===== src/rtl/hud_pkg.sv =====
// Shared HUD definitions for the lives-icon path.
//   lives_scan_t : scan FSM state encoding (IDLE/FETCH/DRAW/GAP)
//   GLYPH_W/H    : lives-icon glyph geometry (8x8)
//   glyph_row_t  : one glyph ROM row, MSB = leftmost pixel
package hud_pkg;

   localparam int GLYPH_W = 8;
   localparam int GLYPH_H = 8;

   typedef logic [7:0] glyph_row_t;

   typedef enum logic [1:0] {
      IDLE  = 2'd0,
      FETCH = 2'd1,
      DRAW  = 2'd2,
      GAP   = 2'd3
   } lives_scan_t;

endpackage


===== src/rtl/lives_icon_renderer_if.sv =====
// Bundle between the video/game side and the lives-icon renderer.
//   master : pixel scan (pixel_valid, DrawX, DrawY), frame_start,
//            life_lost/life_gain pulses, glyph ROM data (font_data);
//            observes font_addr, icon_on, lives, game_over, scan_state.
//   slave  : the renderer, mirror image of master.
// Qualifier semantics: pixel_valid has no ready partner. A pixel (DrawX,
// DrawY) is consumed on every rising clock edge where pixel_valid is 1;
// with pixel_valid at 0 the renderer's scan state and icon_on hold.
// scan_state is a debug view of the scan FSM.
interface lives_icon_renderer_if;
   import hud_pkg::*;

   logic        pixel_valid;
   logic [9:0]  DrawX;
   logic [9:0]  DrawY;
   logic        frame_start;
   logic        life_lost;
   logic        life_gain;
   logic [2:0]  font_addr;
   glyph_row_t  font_data;
   logic        icon_on;
   logic [2:0]  lives;
   logic        game_over;
   lives_scan_t scan_state;

   modport master (
      output pixel_valid, DrawX, DrawY, frame_start, life_lost, life_gain,
             font_data,
      input  font_addr, icon_on, lives, game_over, scan_state
   );

   modport slave (
      input  pixel_valid, DrawX, DrawY, frame_start, life_lost, life_gain,
             font_data,
      output font_addr, icon_on, lives, game_over, scan_state
   );

endinterface


===== src/rtl/lives_counter.sv =====
// Saturating lives counter with frame-latched display count.
//   clk, rst_n           : clock, asynchronous active-low reset
//   life_lost/life_gain  : one-cycle pulses; both together cancel
//   frame_start          : loads shown from the post-update count
//   lives, game_over     : registered count and (lives == 0)
//   shown                : count used by the renderer this frame
//   blink_off            : suppress the icons (single-life blink)
// Optional feature macro: LIVES_BLINK_EN (5-bit frame counter; with one
// life shown the icon is hidden while counter bit 4 is set).
module lives_counter #(
   parameter int MAX_LIVES  = 5,
   parameter int INIT_LIVES = 3
) (
   input  logic       clk,
   input  logic       rst_n,
   input  logic       life_lost,
   input  logic       life_gain,
   input  logic       frame_start,
   output logic [2:0] lives,
   output logic       game_over,
   output logic [2:0] shown,
   output logic       blink_off
);

   logic [2:0] lives_q;
   logic [2:0] lives_d;
   logic       game_over_q;
   logic [2:0] shown_q;

   always_comb begin
      lives_d = lives_q;
      if (life_lost && !life_gain && (lives_q != 3'd0)) begin
         lives_d = lives_q - 3'd1;
      end else if (life_gain && !life_lost && (lives_q != 3'(MAX_LIVES))) begin
         lives_d = lives_q + 3'd1;
      end
   end

   // shown loads the post-update value so a pulse coinciding with
   // frame_start is reflected in the new frame.
   always_ff @(posedge clk or negedge rst_n) begin
      if (!rst_n) begin
         lives_q     <= 3'(INIT_LIVES);
         game_over_q <= (INIT_LIVES == 0);
         shown_q     <= 3'(INIT_LIVES);
      end else begin
         lives_q     <= lives_d;
         game_over_q <= (lives_d == 3'd0);
         if (frame_start) begin
            shown_q <= lives_d;
         end
      end
   end

`ifdef LIVES_BLINK_EN
   logic [4:0] frame_cnt;

   always_ff @(posedge clk or negedge rst_n) begin
      if (!rst_n) begin
         frame_cnt <= 5'd0;
      end else if (frame_start) begin
         frame_cnt <= frame_cnt + 5'd1;
      end
   end

   assign blink_off = (shown_q == 3'd1) && frame_cnt[4];
`else
   assign blink_off = 1'b0;
`endif

   assign lives     = lives_q;
   assign game_over = game_over_q;
   assign shown     = shown_q;

endmodule


===== src/rtl/lives_icon_renderer.sv =====
// Lives-icon renderer: walks the HUD band, fetches glyph rows from an
// external combinational ROM and serialises them into icon_on, one icon
// per displayed life, left to right.
//   Clk, Reset_n : pixel clock, asynchronous active-low reset
//   bus (slave)  : pixel scan inputs, life pulses, frame_start, ROM port
//                  (font_addr out / font_data in), icon_on, lives,
//                  game_over, scan_state (FSM debug view)
// Optional feature macro: LIVES_BLINK_EN (handled in lives_counter).
// Scan timeline on a band line: DrawX = ICON_X0-2 registers the ROM
// address, ICON_X0-1 captures the row, ICON_X0 is the first drawn pixel;
// icon_on lags its DrawX by one valid cycle.
module lives_icon_renderer
   import hud_pkg::*;
#(
   parameter int MAX_LIVES  = 5,
   parameter int INIT_LIVES = 3,
   parameter int ICON_X0    = 16,
   parameter int ICON_Y0    = 464,
   parameter int ICON_PITCH = 10
) (
   input  logic                  Clk,
   input  logic                  Reset_n,
   lives_icon_renderer_if.slave  bus
);

   localparam int GAP_LEN = ICON_PITCH - GLYPH_W;

   logic [2:0] lives_w;
   logic       game_over_w;
   logic [2:0] shown;
   logic       blink_off;

   lives_counter #(
      .MAX_LIVES  (MAX_LIVES),
      .INIT_LIVES (INIT_LIVES)
   ) u_counter (
      .clk         (Clk),
      .rst_n       (Reset_n),
      .life_lost   (bus.life_lost),
      .life_gain   (bus.life_gain),
      .frame_start (bus.frame_start),
      .lives       (lives_w),
      .game_over   (game_over_w),
      .shown       (shown),
      .blink_off   (blink_off)
   );

   lives_scan_t state_q, state_d;
   logic [2:0]  font_addr_q, font_addr_d;
   glyph_row_t  row_q, row_d;
   logic [2:0]  bit_cnt_q, bit_cnt_d;
   logic [2:0]  icon_idx_q, icon_idx_d;
   logic [9:0]  gap_cnt_q, gap_cnt_d;
   logic        icon_on_q, icon_on_d;

   logic [10:0] y_ext;
   logic        in_band;
   logic        at_fetch_x;
   logic        last_slot;

   // One extra bit so ICON_Y0 + GLYPH_H cannot wrap near the 10-bit top.
   assign y_ext      = {1'b0, bus.DrawY};
   assign in_band    = (y_ext >= 11'(ICON_Y0)) && (y_ext < 11'(ICON_Y0 + GLYPH_H));
   assign at_fetch_x = (bus.DrawX == 10'(ICON_X0 - 2));
   assign last_slot  = (icon_idx_q == 3'(MAX_LIVES - 1));

   always_comb begin
      state_d     = state_q;
      font_addr_d = font_addr_q;
      row_d       = row_q;
      bit_cnt_d   = bit_cnt_q;
      icon_idx_d  = icon_idx_q;
      gap_cnt_d   = gap_cnt_q;
      icon_on_d   = 1'b0;

      case (state_q)
         IDLE: begin
            if (in_band && at_fetch_x) begin
               state_d     = FETCH;
               font_addr_d = 3'(bus.DrawY - 10'(ICON_Y0));
            end
         end

         FETCH: begin
            row_d      = bus.font_data;
            bit_cnt_d  = 3'd0;
            icon_idx_d = 3'd0;
            state_d    = DRAW;
         end

         DRAW: begin
            icon_on_d = row_q[3'(GLYPH_W - 1) - bit_cnt_q] &&
                        (icon_idx_q < shown) && !blink_off;
            bit_cnt_d = bit_cnt_q + 3'd1;
            if (bit_cnt_q == 3'(GLYPH_W - 1)) begin
               bit_cnt_d = 3'd0;
               if (ICON_PITCH > GLYPH_W) begin
                  state_d   = GAP;
                  gap_cnt_d = 10'd0;
               end else if (last_slot) begin
                  state_d = IDLE;
               end else begin
                  icon_idx_d = icon_idx_q + 3'd1;
               end
            end
         end

         GAP: begin
            gap_cnt_d = gap_cnt_q + 10'd1;
            if (gap_cnt_q == 10'(GAP_LEN - 1)) begin
               gap_cnt_d = 10'd0;
               if (last_slot) begin
                  state_d = IDLE;
               end else begin
                  icon_idx_d = icon_idx_q + 3'd1;
                  bit_cnt_d  = 3'd0;
                  state_d    = DRAW;
               end
            end
         end

         default: begin
            state_d = IDLE;
         end
      endcase
   end

   // Everything, icon_on included, freezes while pixel_valid is low.
   always_ff @(posedge Clk or negedge Reset_n) begin
      if (!Reset_n) begin
         state_q     <= IDLE;
         font_addr_q <= 3'd0;
         row_q       <= '0;
         bit_cnt_q   <= 3'd0;
         icon_idx_q  <= 3'd0;
         gap_cnt_q   <= 10'd0;
         icon_on_q   <= 1'b0;
      end else if (bus.pixel_valid) begin
         state_q     <= state_d;
         font_addr_q <= font_addr_d;
         row_q       <= row_d;
         bit_cnt_q   <= bit_cnt_d;
         icon_idx_q  <= icon_idx_d;
         gap_cnt_q   <= gap_cnt_d;
         icon_on_q   <= icon_on_d;
      end
   end

   assign bus.font_addr  = font_addr_q;
   assign bus.icon_on    = icon_on_q;
   assign bus.lives      = lives_w;
   assign bus.game_over  = game_over_w;
   assign bus.scan_state = state_q;

endmodule


===== src/flat_wrapper.sv =====
// flat-port wrapper written by rule: the top's interface ports become plain ports
module lives_icon_renderer_flat import hud_pkg::*;
#(
   parameter int MAX_LIVES  = 5,
   parameter int INIT_LIVES = 3,
   parameter int ICON_X0    = 16,
   parameter int ICON_Y0    = 464,
   parameter int ICON_PITCH = 10
)
  (Clk, Reset_n, bus_pixel_valid, bus_DrawX, bus_DrawY, bus_frame_start, bus_life_lost, bus_life_gain, bus_font_data, bus_font_addr, bus_icon_on, bus_lives, bus_game_over, bus_scan_state);
  lives_icon_renderer_if bus_i ();
  input  logic Clk;
  input  logic Reset_n;
  input wire logic [$bits(bus_i.pixel_valid)-1:0] bus_pixel_valid;
  input wire logic [$bits(bus_i.DrawX)-1:0] bus_DrawX;
  input wire logic [$bits(bus_i.DrawY)-1:0] bus_DrawY;
  input wire logic [$bits(bus_i.frame_start)-1:0] bus_frame_start;
  input wire logic [$bits(bus_i.life_lost)-1:0] bus_life_lost;
  input wire logic [$bits(bus_i.life_gain)-1:0] bus_life_gain;
  input wire logic [$bits(bus_i.font_data)-1:0] bus_font_data;
  output wire logic [$bits(bus_i.font_addr)-1:0] bus_font_addr;
  output wire logic [$bits(bus_i.icon_on)-1:0] bus_icon_on;
  output wire logic [$bits(bus_i.lives)-1:0] bus_lives;
  output wire logic [$bits(bus_i.game_over)-1:0] bus_game_over;
  output wire logic [$bits(bus_i.scan_state)-1:0] bus_scan_state;
  assign bus_i.pixel_valid = bus_pixel_valid;
  assign bus_i.DrawX = bus_DrawX;
  assign bus_i.DrawY = bus_DrawY;
  assign bus_i.frame_start = bus_frame_start;
  assign bus_i.life_lost = bus_life_lost;
  assign bus_i.life_gain = bus_life_gain;
  assign bus_i.font_data = bus_font_data;
  assign bus_font_addr = bus_i.font_addr;
  assign bus_icon_on = bus_i.icon_on;
  assign bus_lives = bus_i.lives;
  assign bus_game_over = bus_i.game_over;
  assign bus_scan_state = bus_i.scan_state;
  lives_icon_renderer #(.MAX_LIVES(MAX_LIVES), .INIT_LIVES(INIT_LIVES), .ICON_X0(ICON_X0), .ICON_Y0(ICON_Y0), .ICON_PITCH(ICON_PITCH)) u_core (.Clk(Clk), .Reset_n(Reset_n), .bus(bus_i));
endmodule

===== config.mk =====
export PLATFORM = sky130hd
export DESIGN_NAME = lives_icon_renderer_flat
export DESIGN_NICKNAME = d
export VERILOG_FILES = /design/src/rtl/hud_pkg.sv /design/src/rtl/lives_icon_renderer_if.sv /design/src/rtl/lives_counter.sv /design/src/rtl/lives_icon_renderer.sv /design/src/flat_wrapper.sv
export SDC_FILE = /design/constraint.sdc
export NUM_CORES = 1
export LEC_CHECK = 0
export ABC_AREA = 1
export CORE_MARGIN = 5
export CORE_UTILIZATION = 50
export DETAILED_ROUTE_END_ITERATION = 12
export PLACE_DENSITY = 0.78
export SYNTH_ARGS = -nofsm -noshare
export SYNTH_HDL_FRONTEND = slang
export SYNTH_SLANG_ARGS = --single-unit

===== constraint.sdc =====
create_clock -name Clk -period 2.6 [get_ports Clk]
set_clock_uncertainty 0.05 [all_clocks]
set_input_delay 0.78 -clock Clk [delete_from_list [all_inputs] [get_ports Clk]]
set_output_delay 0.78 -clock Clk [all_outputs]
set_load 0.02 [all_outputs]

==> flow_summary.rst <==
.. list-table::
   :header-rows: 1

   * - Metric
     - Value
   * - Crit path launch
     - u_core.bus.scan_state[0]
   * - Result of the run
     - completed
   * - Library cells used by synthesis
     - 39
   * - Final Slew Violations
     - 0
   * - Period minus WS final
     - 2.29 ns
   * - Leading post-synthesis cells by cell area
     - sky130_fd_sc_hd__dfrtp_1 38%, sky130_fd_sc_hd__nand2_1 11%, sky130_fd_sc_hd__ha_1 6.9%
   * - Xor-xnor portion of the synthesized cell area
     - 1.61%
   * - First-pass GRT wire length
     - 7.33 mm
   * - Overall via count from detail_route
     - 1874
   * - Deepest clock path buffer count
     - 2
   * - Number of filler instances in the final layout
     - 374
   * - Required time worst endpoint
     - 1.77 ns
   * - Clock tree sinks
     - 37
   * - Post-synth top area share
     - 38.0%
   * - Total die area
     - 5760 sq um
   * - Effective utilization at floorplan
     - 50.6%
   * - Final Cycle Share
     - 88.2%
   * - Seq/Total Area, Yosys
     - 42.9%
   * - Remaining global-route overflow
     - 0
   * - Synth warnings
     - 0
   * - Simple-gate share of the synthesized area
     - 28.5%
   * - Cell-by-cell trace of the critical path
     - clkdlybuf4s50_1
   * - Number of storage elements in the synthesis netlist
     - 37
   * - Main combinational cell family by area after synthesis
     - simple AND/OR/NAND/NOR gates
   * - Area share of fa/ha/maj cells after synthesis
     - 6.91%
   * - Capture point of the critical path
     - bus_scan_state[0]
   * - Total wire length
     - 4.11 mm
   * - Post-Layout Inst Area
     - 2760 sq um
   * - Kind of cell adding the most delay to the critical path
     - buffers and inverters
   * - Total routing usage reported by global routing
     - 15.1%
   * - Clock latency on the worst-skew pair
     - 0.29 ns
   * - Area of the core region
     - 4290 sq um
   * - Clock tree root driver cell
     - sky130_fd_sc_hd__clkbuf_8
   * - Clock tree from TritonCTS
     - built
   * - Cell taking the most area after synthesis
     - sky130_fd_sc_hd__dfrtp_1
   * - Post-detailed-route DRC marker count
     - 0
   * - PostCTS Resize Cnt
     - 0
   * - Antenna violations before repair
     - 0
   * - Crit path largest cell delay
     - 0.67 ns
   * - Number of antenna cells inserted
     - 0
   * - Number of endpoints failing setup at the final stage
     - 0
   * - Setup repair bufs after CTS
     - 0
   * - Mean Syn Cell Area
     - 8.07 sq um
   * - Count of mapped cells out of synthesis
     - 269
   * - Final estimated routing congestion in global placement
     - 0.808
   * - Deepest level of the CTS H-tree
     - 2
   * - Placed standard-cell area
     - 2650 sq um
   * - First-pass detailed-route iteration total
     - 4
   * - Worst flop-to-flop path startpoint
     - u_core.bit_cnt_q[0]
   * - Synthesis-to-finish area growth
     - 27.2%
   * - Reg-to-reg critical path endpoint
     - u_core.gap_cnt_q[9]
   * - Maximum number of pins on one net before global-route repair
     - 38
   * - Largest vdd supply drop
     - 0.447 mV
   * - Share of cells above drive strength 1
     - 10.4%
   * - Post-synthesis mux area share
     - 2.53%
   * - Via count of the first global-routing pass
     - 1751
   * - Arrival time at the worst endpoint
     - 1.46 ns
   * - Final HPWL DP
     - 3.25 mm
   * - Setup TNS
     - 0 ns
   * - Height of the die
     - 75.9 um
   * - Die Wd
     - 75.9 um
   * - Leading cell type in the layout, fill and taps excluded
     - sky130_fd_sc_hd__nand2_1
   * - Routed length per instance
     - 11.1 um
   * - Complex-gate fraction of the synthesized area
     - 9.62%
   * - R2r worst-path depth
     - 8
   * - Number of cells on the critical path
     - 1
   * - Largest fanout on the critical path
     - 8
   * - Final Hold Violating Endpoints
     - 0
   * - Worst setup slack for register-to-register paths
     - 0.82 ns
   * - Top-level port count
     - 44
   * - Hold Buf Count CTS
     - 0
   * - Max-slew headroom at the worst pin
     - 68.3%
   * - Power density over the cells
     - 880 nW/um^2
   * - Net Count, Synth
     - 315
   * - Combined area of all synthesized cells
     - 2170 sq um
   * - Critical path buffer and inverter count
     - 1
   * - Most frequent cells in the layout
     - 62 x sky130_fd_sc_hd__nand2_1, 43 x sky130_fd_sc_hd__clkdlybuf4s50_1, 37 x sky130_fd_sc_hd__inv_1
   * - Kind of start point of the critical path
     - register
   * - Row count
     - 24
   * - Slew of the pin with the lowest slew margin
     - 0.473 ns
   * - Classification of the worst-slack hold path
     - register to register
   * - Detailed router's first-iteration violation count
     - 62
   * - Standby leakage power
     - 1.33 nW
   * - Crit path capture type
     - output pin
   * - Vias per cell
     - 5.06
   * - Number of buffers added by the clock tree synthesis step
     - 5
   * - Number of max-capacitance violations reported
     - 0
   * - Antenna Nets Post-Route
     - 0
   * - Kind of critical path
     - register to output pin
   * - Clock input transition at the sequential cells of the worst setup and hold paths
     - 0.07 ns
   * - Setup repair after global routing missed its margin
     - no
   * - Slowest library cell on the worst path
     - sky130_fd_sc_hd__clkdlybuf4s50_1
   * - Fmax achieved
     - 0.436 GHz
   * - Total of buffers placed on input and output ports
     - 43
   * - Final layout net count
     - 363
-- registers in the layout, indices dropped and copies added, names as in the netlist --
signal                      count
u_core.bit_cnt_q                3
u_core.u_counter.shown          3
u_core.icon_idx_q               3
u_core.u_counter.game_over      1
u_core.u_counter.lives          3
u_core.bus.scan_state           2
u_core.gap_cnt_q               10
u_core.bus.font_addr            3
u_core.row_q                    8
u_core.bus.icon_on              1
-- metal layers --
metal	vias up	part of all wire (%)	wire length, um	global-route usage (%)
met5	-	0	0	0
met4	0	1.3	55	5.34
met3	6	4.2	173	3.91
met2	33	51	2080	25.5
met1	876	44	1800	18.4
li1	959	-	-	-
-- kinds of logic after synthesis --
kind of cell	count (synthesis)
AO/OA/AOI/OAI	36
adder cells (fa/ha/maj)	12
flip-flops	37
XOR/XNOR	4
AND/OR/NAND/NOR	132
multiplexers	5
buffers and inverters	43
-- synthesized netlist by cell type, drive strengths merged --
master and number:
and3 1, nand3 17, buf 2, and2 1, clkinv 1, nand4 6
mux2i 1, xor2 4, dfstp 4, a31oi 1, mux2 4, o211ai 3
a21o 1, a21oi 17, o21a 1, inv 39, nor3b 1, ha 12
o21ai 11, or2 3, clkbuf 1, nor2 28, o22ai 1, nand3b 2
a21boi 1, dfrtp 33, nand2 67, nor3 6
-- area by class of cell --
type | count | area [sq um] | area share (%)
multi-input combinational | 189 | 1070 | 38.6
clock buffer | 6 | 72.6 | 2.63
inverter | 40 | 151 | 5.48
timing repair buffer | 44 | 438 | 15.8
clock inverter | 2 | 38.8 | 1.40
sequential | 37 | 931 | 33.7
tap | 52 | 65.1 | 2.35
-- worst register-to-register path, delay by kind of cell (launching register included) --
| family | cells | cell delay (ns) |
|---|---|---|
| AND/OR/NAND/NOR | 4 | 0.53 |
| adder cells (fa/ha/maj) | 2 | 0.35 |
| flip-flops | 1 | 0.52 |
| buffers and inverters | 2 | 0.23 |
-- stage by stage --
stage	power [mW]	hold WS (ns)	setup slack, ns	utilization, %	std cells
after floorplan	1.65	0.424	0.959	-	269
after global placement	1.93	0.415	0.296	61.8	362
after detailed placement	1.96	0.433	0.233	61.8	362
after CTS	2.46	0.450	0.295	64.4	370
after global routing	2.64	0.477	0.246	64.4	370
final	2.43	0.445	0.306	64.4	370
-- power by group --
group          switching [mW]  internal [mW]
logic                   0.560          0.424
registers               0.165          0.798
clock network           0.198          0.288
total                   0.923           1.51
-- worst min path at each step --
stage | startpoint | end | slack (ns) | cells after the start
6_report | u_core.bus.font_addr[2] | u_core.bus.font_addr[2] | 0.44 | 2
5_1_grt | u_core.bus.font_addr[0] | u_core.bus.font_addr[0] | 0.48 | 2
3_5_place_dp | u_core.bus.font_addr[2] | u_core.bus.font_addr[2] | 0.43 | 2
4_1_cts | u_core.bus.font_addr[2] | u_core.bus.font_addr[2] | 0.45 | 2
2_1_floorplan | u_core.u_counter.shown[1] | u_core.u_counter.shown[1] | 0.42 | 2
3_3_place_gp | u_core.bus.font_addr[1] | u_core.bus.font_addr[1] | 0.42 | 2
Note: power is estimated with default switching activity, not from simulation.
